## src/rtl/enabled_register.sv

```systemverilog
// enabled_register
//   WIDTH-bit storage register with a write strobe and asynchronous
//   active-high reset. Intended as one word of a register file: D is the
//   shared write-data bus and EN the decoded per-register write strobe.
//   Positional order D, Q, CLK, EN, RESET keeps older positional
//   instances (D, Q, CLK, EN) valid, with RESET appended.
//
//   Optional build macro: ENABLED_REGISTER_TRACE_EN
//     When defined, every falling CLK edge prints the hierarchical
//     instance name and Q in decimal, binary and hex (simulation only).
//     When undefined, the block is silent. The trace only observes the
//     register, so Q behaves identically either way.
module enabled_register #(
    parameter int unsigned      WIDTH       = 32,
    parameter logic [WIDTH-1:0] RESET_VALUE = '0
) (
    input  logic [WIDTH-1:0] D,
    output logic [WIDTH-1:0] Q,
    input  logic             CLK,
    input  logic             EN,
    input  logic             RESET
);

    logic [WIDTH-1:0] r_q;

    // Storage flop: reset has priority, then a full-width write, else hold.
    // An edge that coincides with reset release still sees RESET high and
    // stays in reset. An unknown EN fails the if-test, so Q holds.
    always_ff @(posedge CLK or posedge RESET) begin
        if (RESET) begin
            r_q <= RESET_VALUE;
        end else if (EN) begin
            r_q <= D;
        end
    end

    // Q comes straight from the flop; there is no D->Q combinational path.
    assign Q = r_q;

`ifdef ENABLED_REGISTER_TRACE_EN
    // Falling-edge trace of the stored value; it only reads r_q.
    always @(negedge CLK) begin
        $display("%m Q dec=%0d bin=%b hex=%h", r_q, r_q, r_q);
    end
`endif

endmodule

```

## config.mk

```make
export PLATFORM = sky130hd
export DESIGN_NAME = enabled_register
export DESIGN_NICKNAME = d
export VERILOG_FILES = /design/src/rtl/enabled_register.sv
export SDC_FILE = /design/constraint.sdc
export NUM_CORES = 1
export LEC_CHECK = 0
export BUFFER_PORTS_ARGS = -buffer_cell sky130_fd_sc_hd__buf_2
export CORE_MARGIN = 4
export CORE_UTILIZATION = 45
export CTS_CLUSTER_SIZE = 28
export DETAILED_ROUTE_END_ITERATION = 7
export HOLD_SLACK_MARGIN = 0.05
export PLACE_DENSITY_LB_ADDON = 0.1
export SETUP_SLACK_MARGIN = 0.05
export SYNTH_ARGS = -nofsm -noshare
export SYNTH_HDL_FRONTEND = slang
export SYNTH_SLANG_ARGS = --single-unit
```

## constraint.sdc

```tcl
create_clock -name CLK -period 0.9 [get_ports CLK]
set_input_delay 0.09 -clock CLK [delete_from_list [all_inputs] [get_ports CLK]]
set_output_delay 0.09 -clock CLK [all_outputs]
set_load 0.05 [all_outputs]
```

-- After elaboration in Yosys (flattened, before gate mapping)
Cells that the tools add are included.
- register bits after elaboration: 32
- logic and storage cells: 1

-- Logic depth before layout (Yosys ltp)
- word-level depth: 0
- mapped depth: 3

-- Least setup slack after synthesis
No wires, ideal clock.
- path kind: reg-to-reg
- start point: register Q[0] (netlist name)
- end point: register r_q[0] (netlist: Q[0])
- arrival time: 0.869 ns
- required time: 0.775 ns
- path slack: -0.094 ns
- period minus slack after synthesis: 0.994 ns
- stages on the path, launching flop included: 2
- cell sequence: dfrtp_1 mux2_4
- RTL lines (what ; RTL line ; text):
    to (signal assigned) ; 31 ; r_q <= RESET_VALUE;
    to (signal assigned) ; 33 ; r_q <= D;
    to (decl) ; 24 ; logic [WIDTH-1:0] r_q;

-- Worst setup path in the final report
- start point: register r_q[15] (netlist: Q[15])
- end point: output Q[15]
- RTL lines (what ; RTL line ; text):
    to (decl) ; 18 ; output logic [WIDTH-1:0] Q,
No word-level cell between the ends.

==> flow_summary.yaml <==
status:
  status: "complete, but fails checks"
  violations: "negative setup slack"
drt:
  wl_met1_um: 1636
  route.met3.wl_um: 241
  dr.max_layer_used: "met4"
  num_vias: 1034
  drc: 0
  postRouteAntennaNets: 0
  first_pass_iters: 4
  wl_per_cell_um: 18.29
  first_iter_violations: 31
  wl_met2_um: 2023
  finalWirelength_um: 4023
  via_per_inst: 4.700
clocking:
  worstSkewPairLatency_ns: 0.31
  root_buffer: "clkbuf_4"
  cts_tree: "built"
  cts_buffers: 5
  cts.clk_slew.worst_paths_ns: 0.11
  cts_max_level: 2
  clock-sinks: 32
  cts.path.max_buffers: 2
sta:
  setup_violations: 44
  min_period_ns: 1.031
  max_freq_ghz: 0.9702
  fin_crit_sh: 1.145
  rsz0062_at_grt: "yes"
  whs_ns: 0.2528
  layout_setup_ws_ns: -0.1307
  maxSlewViolCount: 0
  fin_worst_skew_ns: 0
  relSlewSlack: 0.8451
  hold_viol_final: 0
  fin_tns_setup_ns: -3.536
  tightestPinTransition_ns: 0.2324
worst_hold_path:
  min_path_cells: 3
  min-delay-path-class: "in -> reg"
logic_synthesis:
  synth_top_flop_cell: "dfrtp_1"
  yosys_warnings: 0
  netlist_area_sq_um: 1349
  syn-num-nets: 104
  ys_types: 6
  synth_area_leaders: "dfrtp_1 (59%), mux2_4 (33%), buf_12 (4.5%)"
  yosys.area.top_type: "dfrtp_1"
  avgSynthCellArea_sq_um: 19.55
  ys_seq_area_frac: 0.5937
  synthCells: 69
  synth_seq_cells: 32
  netlist.area_leader.share: 0.5937
  synth_edf_count: 0
  async_flop_share: 1.000
  yosys-top-cells-count: "dfrtp_1 (32), mux2_4 (30), buf_12 (3)"
  yosysMostFrequentCell: "dfrtp_1"
floorplan:
  start_util: 0.4808
  io-pin-count: 67
  rows: 19
  die_y_um: 62.75
  coreArea_sq_um: 2805
  die_x_um: 62.75
  dieArea_sq_um: 3937
critical_path:
  start_kind: "register"
  critPathKind: "reg -> out"
  worstRegToRegCells: 2
  cpLargestDelayFamily: "flip-flops"
  max_stage_delay_ns: 0.45
  crit_fanout: 2
  cpMaxStageDelayCell: "dfrtp_2"
  crit_chain: "buf_6"
  required_ns: 0.81
  arrival_ns: 0.94
  cp-end-kind: "primary output"
  path_buf_inv: 1
  path_depth: 1
place:
  dp_cells: 166
  hpwl_um: 1865
  portBuffers: 66
  gp_congestion: 0.7000
grt:
  grt_pass1_vias: 1207
  antenna_found_initial: 0
  grt_max_degree: 19
  gr-total-overflow: 0
  grt_pass1_wl_um: 6472
  grt_usage: 0.2169
finish:
  finalNetCount: 223
  largest_reg_flops: 32
  fin_util: 0.8854
  layout-drive-gt1-share: 0.8148
  fillers: 106
  fin_cells: 220
  area_delta_synth_final_pct: 84.14
  antenna_cells: 0
job:
  drv_cap: 0
power_and_ir_drop:
  ir_worst_vdd_mv: 1.636
  power.leakage_uw: 0.001212
  p_per_area_nw_per_um2: 1749
-- final cells by class --
type	count	area, sq um	share of cell area
Tap cell	31	38.79	0.01562
Multi-Input combinational cell	32	473.0	0.1904
Inverter	1	3.754	0.001511
Clock buffer	6	41.29	0.01662
Clock inverter	2	35.03	0.01411
Timing Repair Buffer	116	1051	0.4232
Sequential cell	32	840.8	0.3385
-- layer usage --
layer,vias to the layer above,GRT usage
met2,49,0.3702
met4,0,0.04959
met1,501,0.2619
met5,-,0
met3,10,0.07734
li1,474,-
-- path summary, 6_finish.rpt --
path | slack (ns) | startpoint | to
max | -0.13 | Q[15] | Q[15]
min in group asynchronous | 0.38 | RESET | Q[24]
max reg2reg | -0.06 | Q[15] | Q[15]
max in group asynchronous | 0.27 | RESET | Q[0]
min | 0.25 | EN | Q[24]
min reg2reg | 0.54 | Q[18] | Q[18]
-- cell usage in the layout (no fill, tap or decap) --
cell type | synthesis | layout
buf_6 | 1 | 42
dfrtp_2 | 0 | 32
clkbuf_1 | 0 | 1
mux2_4 | 30 | 30
bufinv_16 | 0 | 1
clkbuf_4 | 0 | 5
buf_4 | 0 | 5
inv_1 | 1 | 1
buf_12 | 3 | 2
buf_2 | 0 | 34
mux2_2 | 2 | 2
dlygate4sd3_1 | 0 | 33
clkinv_2 | 0 | 1
-- metrics by stage --
stage	setup WS [ns]	cell area, sq um	power (uW)
5_1_grt	-0.1686	2484	4529
4_1_cts	-0.1340	2442	4294
3_5_place_dp	0.02911	1742	2802
2_1_floorplan	-0.009461	1389	2545
6_report	-0.1307	2484	4344
3_3_place_gp	0.04149	1742	2788
-- what timing repair did --
| item | in CTS | in global routing |
|---|---|---|
| endpoints found under the hold margin | 64 | 0 |
| gates cloned | 0 | 0 |
| buffers inserted | 12 | 1 |
| endpoints found under the setup margin | 32 | 44 |
| gates resized for setup | 65 | 9 |
| hold buffers | 33 | 0 |
-- power breakdown --
| group | switching, uW | internal, uW |
|---|---|---|
| registers | 131 | 1610 |
| logic | 780 | 746 |
| clock network | 495 | 583 |
-- logic make-up after synthesis --
logic type / synth area share
flip-flops: 0.5937
buffers and inverters: 0.05566
multiplexers: 0.3506
Power figures use the tool's default switching activity.
